## src/rtl/pill_miss_tracker.sv

```systemverilog
// pill_miss_tracker: per-pill IDLE/WAIT/DUE/TAKEN tracker with saturating miss counters.
// Optional consecutive-miss escalation is built when PMT_STREAK_EN is defined.

module pill_miss_tracker #(
  parameter int NUM_PILLS    = 3,
  parameter int DUR_W        = 4,
  parameter int MISS_W       = 4,
  parameter int STREAK_LIMIT = 3
) (
  input  logic                        clk,
  input  logic                        rst_n,
  input  logic                        run,
  input  logic                        clear_counts,
  input  logic                        take_pulse,
  input  logic [NUM_PILLS*DUR_W-1:0]  pill_duration,
  input  logic [NUM_PILLS*DUR_W-1:0]  pill_interval,
  output logic [NUM_PILLS-1:0]        alarm,
  output logic [NUM_PILLS-1:0]        ack,
  output logic [NUM_PILLS*MISS_W-1:0] miss_count,
  output logic [MISS_W+2:0]           total_miss,
  output logic                        escalate
);

  typedef enum logic [1:0] {
    ST_IDLE  = 2'd0,
    ST_WAIT  = 2'd1,
    ST_DUE   = 2'd2,
    ST_TAKEN = 2'd3
  } state_t;

  localparam logic [MISS_W-1:0] MISS_MAX = {MISS_W{1'b1}};
  localparam logic [MISS_W-1:0] MISS_ONE = MISS_W'(1'b1);

  state_t               state_r     [NUM_PILLS];
  state_t               state_nxt_s [NUM_PILLS];
  logic [MISS_W-1:0]    miss_cnt_r  [NUM_PILLS];
  logic [NUM_PILLS-1:0] dur_zero_s;
  logic [NUM_PILLS-1:0] enable_s;
  logic [NUM_PILLS-1:0] miss_s;
  logic [NUM_PILLS-1:0] alarm_nxt_s;
  logic [NUM_PILLS-1:0] ack_nxt_s;
  logic [NUM_PILLS-1:0] alarm_r;
  logic [NUM_PILLS-1:0] ack_r;

  if (NUM_PILLS < 1 || NUM_PILLS > 8 || STREAK_LIMIT < 1) begin : g_param_check
    $error("pill_miss_tracker: NUM_PILLS must be 1..8 and STREAK_LIMIT >= 1");
  end

  // A pill is only tracked while the system runs and its interval is non-zero.
  for (genvar g = 0; g < NUM_PILLS; g++) begin : g_pill
    assign dur_zero_s[g] = (pill_duration[g*DUR_W +: DUR_W] == {DUR_W{1'b0}});
    assign enable_s[g]   = run & (pill_interval[g*DUR_W +: DUR_W] != {DUR_W{1'b0}});
    assign miss_count[g*MISS_W +: MISS_W] = miss_cnt_r[g];
  end

  // State register for every pill channel.
  always_ff @(posedge clk or negedge rst_n) begin
    if (!rst_n) begin
      for (int i = 0; i < NUM_PILLS; i++) state_r[i] <= ST_IDLE;
    end else begin
      for (int i = 0; i < NUM_PILLS; i++) state_r[i] <= state_nxt_s[i];
    end
  end

  // Next-state logic; a miss is the DUE->WAIT transition without a take.
  always_comb begin
    miss_s = {NUM_PILLS{1'b0}};
    for (int i = 0; i < NUM_PILLS; i++) begin
      state_nxt_s[i] = state_r[i];
      if (!enable_s[i]) begin
        state_nxt_s[i] = ST_IDLE;
      end else begin
        case (state_r[i])
          ST_IDLE:  state_nxt_s[i] = ST_WAIT;
          ST_WAIT: begin
            if (dur_zero_s[i]) state_nxt_s[i] = ST_DUE;
            else               state_nxt_s[i] = ST_WAIT;
          end
          ST_DUE: begin
            if (take_pulse) begin
              state_nxt_s[i] = ST_TAKEN;
            end else if (!dur_zero_s[i]) begin
              state_nxt_s[i] = ST_WAIT;
              miss_s[i]      = 1'b1;
            end else begin
              state_nxt_s[i] = ST_DUE;
            end
          end
          ST_TAKEN: begin
            if (!dur_zero_s[i]) state_nxt_s[i] = ST_WAIT;
            else                state_nxt_s[i] = ST_TAKEN;
          end
          default:  state_nxt_s[i] = ST_IDLE;
        endcase
      end
    end
  end

  // Output decode from the next state so alarm/ack come straight from flops.
  always_comb begin
    alarm_nxt_s = {NUM_PILLS{1'b0}};
    ack_nxt_s   = {NUM_PILLS{1'b0}};
    for (int i = 0; i < NUM_PILLS; i++) begin
      alarm_nxt_s[i] = (state_nxt_s[i] == ST_DUE);
      ack_nxt_s[i]   = (state_nxt_s[i] == ST_TAKEN);
    end
  end

  // Registered alarm/ack outputs.
  always_ff @(posedge clk or negedge rst_n) begin
    if (!rst_n) begin
      alarm_r <= {NUM_PILLS{1'b0}};
      ack_r   <= {NUM_PILLS{1'b0}};
    end else begin
      alarm_r <= alarm_nxt_s;
      ack_r   <= ack_nxt_s;
    end
  end

  assign alarm = alarm_r;
  assign ack   = ack_r;

  // Saturating miss counters; clear wins over a coincident increment.
  always_ff @(posedge clk or negedge rst_n) begin
    if (!rst_n) begin
      for (int i = 0; i < NUM_PILLS; i++) miss_cnt_r[i] <= {MISS_W{1'b0}};
    end else if (clear_counts) begin
      for (int i = 0; i < NUM_PILLS; i++) miss_cnt_r[i] <= {MISS_W{1'b0}};
    end else begin
      for (int i = 0; i < NUM_PILLS; i++) begin
        if (miss_s[i] && (miss_cnt_r[i] != MISS_MAX)) miss_cnt_r[i] <= miss_cnt_r[i] + MISS_ONE;
      end
    end
  end

  // Sum of the counters; three extra bits cover up to eight pills.
  always_comb begin
    total_miss = {(MISS_W+3){1'b0}};
    for (int i = 0; i < NUM_PILLS; i++) begin
      total_miss = total_miss + {3'b000, miss_cnt_r[i]};
    end
  end

`ifdef PMT_STREAK_EN
  localparam int SW = $clog2(STREAK_LIMIT + 1);
  localparam logic [SW-1:0] STREAK_MAX = {SW{1'b1}};
  localparam logic [SW-1:0] STREAK_LIM = SW'(STREAK_LIMIT);
  localparam logic [SW-1:0] STREAK_ONE = SW'(1'b1);

  logic [SW-1:0] streak_r     [NUM_PILLS];
  logic [SW-1:0] streak_nxt_s [NUM_PILLS];
  logic          escalate_nxt_s;
  logic          escalate_r;

  // Consecutive-miss counters: a take on the pill or a clear restarts the streak.
  always_comb begin
    escalate_nxt_s = 1'b0;
    for (int i = 0; i < NUM_PILLS; i++) begin
      if (clear_counts) begin
        streak_nxt_s[i] = {SW{1'b0}};
      end else if (enable_s[i] && (state_r[i] == ST_DUE) && take_pulse) begin
        streak_nxt_s[i] = {SW{1'b0}};
      end else if (miss_s[i] && (streak_r[i] != STREAK_MAX)) begin
        streak_nxt_s[i] = streak_r[i] + STREAK_ONE;
      end else begin
        streak_nxt_s[i] = streak_r[i];
      end
      escalate_nxt_s = escalate_nxt_s | (streak_nxt_s[i] >= STREAK_LIM);
    end
  end

  // Streak and escalation registers.
  always_ff @(posedge clk or negedge rst_n) begin
    if (!rst_n) begin
      for (int i = 0; i < NUM_PILLS; i++) streak_r[i] <= {SW{1'b0}};
      escalate_r <= 1'b0;
    end else begin
      for (int i = 0; i < NUM_PILLS; i++) streak_r[i] <= streak_nxt_s[i];
      escalate_r <= escalate_nxt_s;
    end
  end

  assign escalate = escalate_r;
`else
  assign escalate = 1'b0;
`endif

endmodule

```

## config.mk

```make
export PLATFORM = sky130hd
export DESIGN_NAME = pill_miss_tracker
export DESIGN_NICKNAME = d
export VERILOG_FILES = /design/src/rtl/pill_miss_tracker.sv
export SDC_FILE = /design/constraint.sdc
export NUM_CORES = 1
export LEC_CHECK = 0
export CORE_MARGIN = 10
export CORE_UTILIZATION = 39
export DETAILED_ROUTE_END_ITERATION = 8
export PLACE_DENSITY_LB_ADDON = 0.15
export SYNTH_ARGS = -nofsm -noshare
export SYNTH_HDL_FRONTEND = slang
export SYNTH_SLANG_ARGS = --single-unit
```

## constraint.sdc

```tcl
create_clock -name clk -period 1.7 [get_ports clk]
set_input_delay 0.17 -clock clk [delete_from_list [all_inputs] [get_ports clk]]
set_output_delay 0.17 -clock clk [all_outputs]
set_load 0.05 [all_outputs]
```

Word level (Yosys, flattened, before mapping) --
Cells that the tools add are included.
Cells by class: $add $sub $neg 5, equal/unequal tests 18, multiplexer cells 31, bitwise gates (word level) 3, reduce and logical (&&, ||, !) cells 15
Operators by type and width (number):
- $eq 2x2->1 const B | 12
- $mux 2 | 12
- $pmux 2 s4 | 3
- $add 4x1->4 const B | 3
- $logic_not 4->1 | 3
- $mux 1 | 12
- $mux 12 | 1
- $mux 4 | 3
- $ne 4x4->1 const B | 3
- $reduce_bool 4->1 | 3
- $add 5x4->6 | 1
- $eq 2x1->1 const B | 3
- $logic_not 2->1 | 3
- $reduce_bool 2->1 | 3
- $add 4x4->5 | 1
- $and 1x1->1 | 3
- $logic_and 1x1->1 | 3
Word-level totals: register bits after elaboration 24, input bits 29, output and inout bits 26, word-level logic and storage cells 80

Longest topological paths before layout --
depth in word-level cells 8, mapped depth 7, mapped depth without buffers 7

Worst setup path after synthesis --
No wires, ideal clock.
kind register to output, start register miss_cnt_r (netlist bit miss_count[5]), end output port total_miss[3], data arrival time 2570 ps, required time 1530 ps, path slack -1040 ps, cell stages (with the launch flop) 5, path buffers 0, cell sequence dfrtp_1 > fa_1 > ha_1 > fa_1 > xor2_1
Between the ends: word-level cells in the longest chain between the ends 2
RTL lines:
- from (decl) | line 36 | logic [MISS_W-1:0] miss_cnt_r [NUM_PILLS];
- $add 4x4->5 | line 140 | total_miss = total_miss + {3'b000, miss_cnt_r[i]};
- $add 5x4->6 | line 140
- to (decl) | line 20 | output logic [MISS_W+2:0] total_miss,
Every way passes these cells.

Worst setup path after layout --
start register miss_cnt_r (netlist bit miss_count[5]), end output port total_miss[5]
Same word-level chain as after synthesis.

==> out/results.tsv <==
metric	value	unit
status	finished, violations left	
failed_checks	negative setup slack	
min_period	2.441	ns
postLayoutCoreUtil	68.28	%
antenna_found_initial	0	
synth_top_area_cell	dfrtp_1	
yosysWarnings	0	
rsz0062_at_grt	true	
place.gp.congestion	0.8033	
power.density	455.8	mW/mm^2
endpoint	total_miss[5]	
syn_area	0.001418	sq mm
syn_to_final_growth	64.52	%
cts_buffers	3	
antenna_cells	0	
hold_path.class	in2async	
slew_headroom	65.59	%
dp_cells	253	
r2r_cells	6	
rows	21	
drive_gt1_share	37.26	%
io_pins	55	
worst_slew_pin_slew	0.5146	ns
track_usage	12.97	%
design.core.area	0.003416	sq mm
cp.required	1.53	ns
cp.arrival	2.27	ns
start_kind	flop	
r2r-start	miss_count[1]	
path_class	reg2out	
wl_per_cell	16.18	um
grt_max_degree	25	
final_cells	258	
worst_skew_pair.late_latency	0.32	ns
hold_viol	0	
grt_pass1_vias	1394	
clock.fmax	409.7	MHz
yosysUniqueCellTypes	28	
cts_hold_buf	0	
routed-via-count	1303	
clock_sinks	24	
synthTopCellsByArea	dfrtp_1 (42%), fa_1 (7.1%), ha_1 (5.3%)	
p_leak	1.031	nW
drtIter0Drc	54	
drt_first_pass_iters	4	
htree_levels	1	
design_area	0.002332	sq mm
grt-ovfl-total	0	
start_util	41.50	%
wl	4.174	mm
setup_slack	-0.7411	ns
clk_pin_slew	0.13	ns
crit_start	miss_count[5]	
numPortBuffers	52	
die_x	80.29	um
clockBufferDepth	2	
slew_violations	0	
worstSetupEndpointType	output pin	
grt_pass1_wl	6.561	mm
reg2reg_to	miss_count[2]	
setup_viol_count_final	5	
clock-root-buffer	clkbuf_4	
die-area	0.006446	sq mm
max-vdd-ir-drop	0.3041	mV
finalClockSkew	0.001740	ns
regToRegSetupSlack	0.06	ns
synthCells	137	
cts_tree	built	
final_nets	253	
drcViolationCount	0	
fin_crit_sh	143.6	%
ant_nets	0	
viasPerCell	5.050	
ys_ff_latch	24	
syn_area_per_cell	10.35	sq um
yosysTopAreaCellShare	42.37	%
cap_violations	0	
dp_hpwl	3.420	mm
dpl_cell_area	0.002228	sq mm
die_y	80.29	um
yosysSeqAreaShare	42.37	%
worstPathMaxFanout	2	
layout_common_cells	clkdlybuf4s50_1 (33), buf_4 (33), nor2_1 (13), dfrtp_1 (12), dfrtp_2 (12)	
[repair_timing]
item                                    CTS  global route
endpoints found under the setup margin    6            12
buffers inserted                          1             0
pin swaps                                 4             4
resized for setup                         5             8
[per-layer routing]
layer  part of all wire [%]  track usage (%)  wire length [um]
met1                     37            13.12              1541
met2                     53            23.60              2222
met3                    7.7            3.898               323
met4                    2.1            6.338                87
met5                      0                0                 0
[where the power goes]
part / total (mW) / internal, mW / switching, mW
sequential: 0.591 / 0.580 / 0.0109
clock: 0.308 / 0.131 / 0.176
combinational: 0.164 / 0.0879 / 0.0765
[Yosys cell counts]
library cell  instances
or4_1                 6
a21oi_1              14
nand3_1               6
nor2_1               13
xor2_1                1
nand2_1               4
or3b_2                2
buf_4                 2
dfrtp_1              24
clkbuf_1              1
xnor2_1               4
ha_1                  6
nor4_1                3
a21o_1                1
o21ai_0               6
conb_1                1
and4bb_1              3
mux2i_1               3
mux2_2                1
inv_1                 8
nand4_4               2
nand4_2               1
nand2b_1              2
nor3b_1               3
nor2b_1               6
or3_1                 6
fa_1                  5
o22ai_1               3
[flip-flops by register name (all words and copies together) (netlist names)]
signal / flops
miss_count: 12
state_r: 6
alarm: 3
ack: 3
[worst min path at each step]
stage | slack (ns) | end | depth (start not counted)
finish | 0.19 | ack[0] | 2
CTS | 0.21 | alarm[1] | 2
global placement | 0.56 | ack[0] | 2
global route | 0.22 | state_r[1] | 2
floorplan | -0.13 | ack[0] | 0
detailed placement | 0.56 | ack[0] | 2
[logic make-up (layout without fill, tap and decap cells)]
group | count (synthesis) | after routing | share of synthesized area, %
and+or+nand+nor | 57 | 57 | 26.66
AOI/OAI and AO/OA | 24 | 24 | 8.915
DFF | 24 | 24 | 42.37
adders and majority gates | 11 | 11 | 12.36
buffers and inverters | 11 | 85 | 3.442
xor gates and xnor gates | 5 | 5 | 3.089
muxes | 4 | 4 | 2.913
other | 1 | 2 | 0.2645
[critical path, cell delays in order, from the launching register on]
cell     delay, ns
dfrtp_2       0.45
fa_1          0.50
ha_2          0.21
fa_2          0.42
a21oi_4       0.17
nor2b_4       0.05
buf_6         0.15
[through the flow]
step	setup WS [ns]	hold slack, ns	total power [mW]	TNS [ns]
global route	-0.8046	0.2217	1.119	-3.402
detailed placement	-0.4461	0.5639	0.7653	-2.696
floorplan	-0.4832	-0.1256	0.6639	-1.702
finish	-0.7411	0.1890	1.063	-3.059
CTS	-0.7495	0.2120	1.069	-3.124
global placement	-0.3872	0.5566	0.7579	-2.156
[layout make-up]
class | count | area [sq um]
Timing Repair Buffer | 73 | 701.9
Clock buffer | 4 | 36.28
Tap cell | 46 | 57.56
Inverter | 8 | 30.03
Sequential cell | 24 | 615.6
Fill cell | 268 | 1084
Multi-Input combinational cell | 103 | 890.9
(Power assumes the default switching activity.)
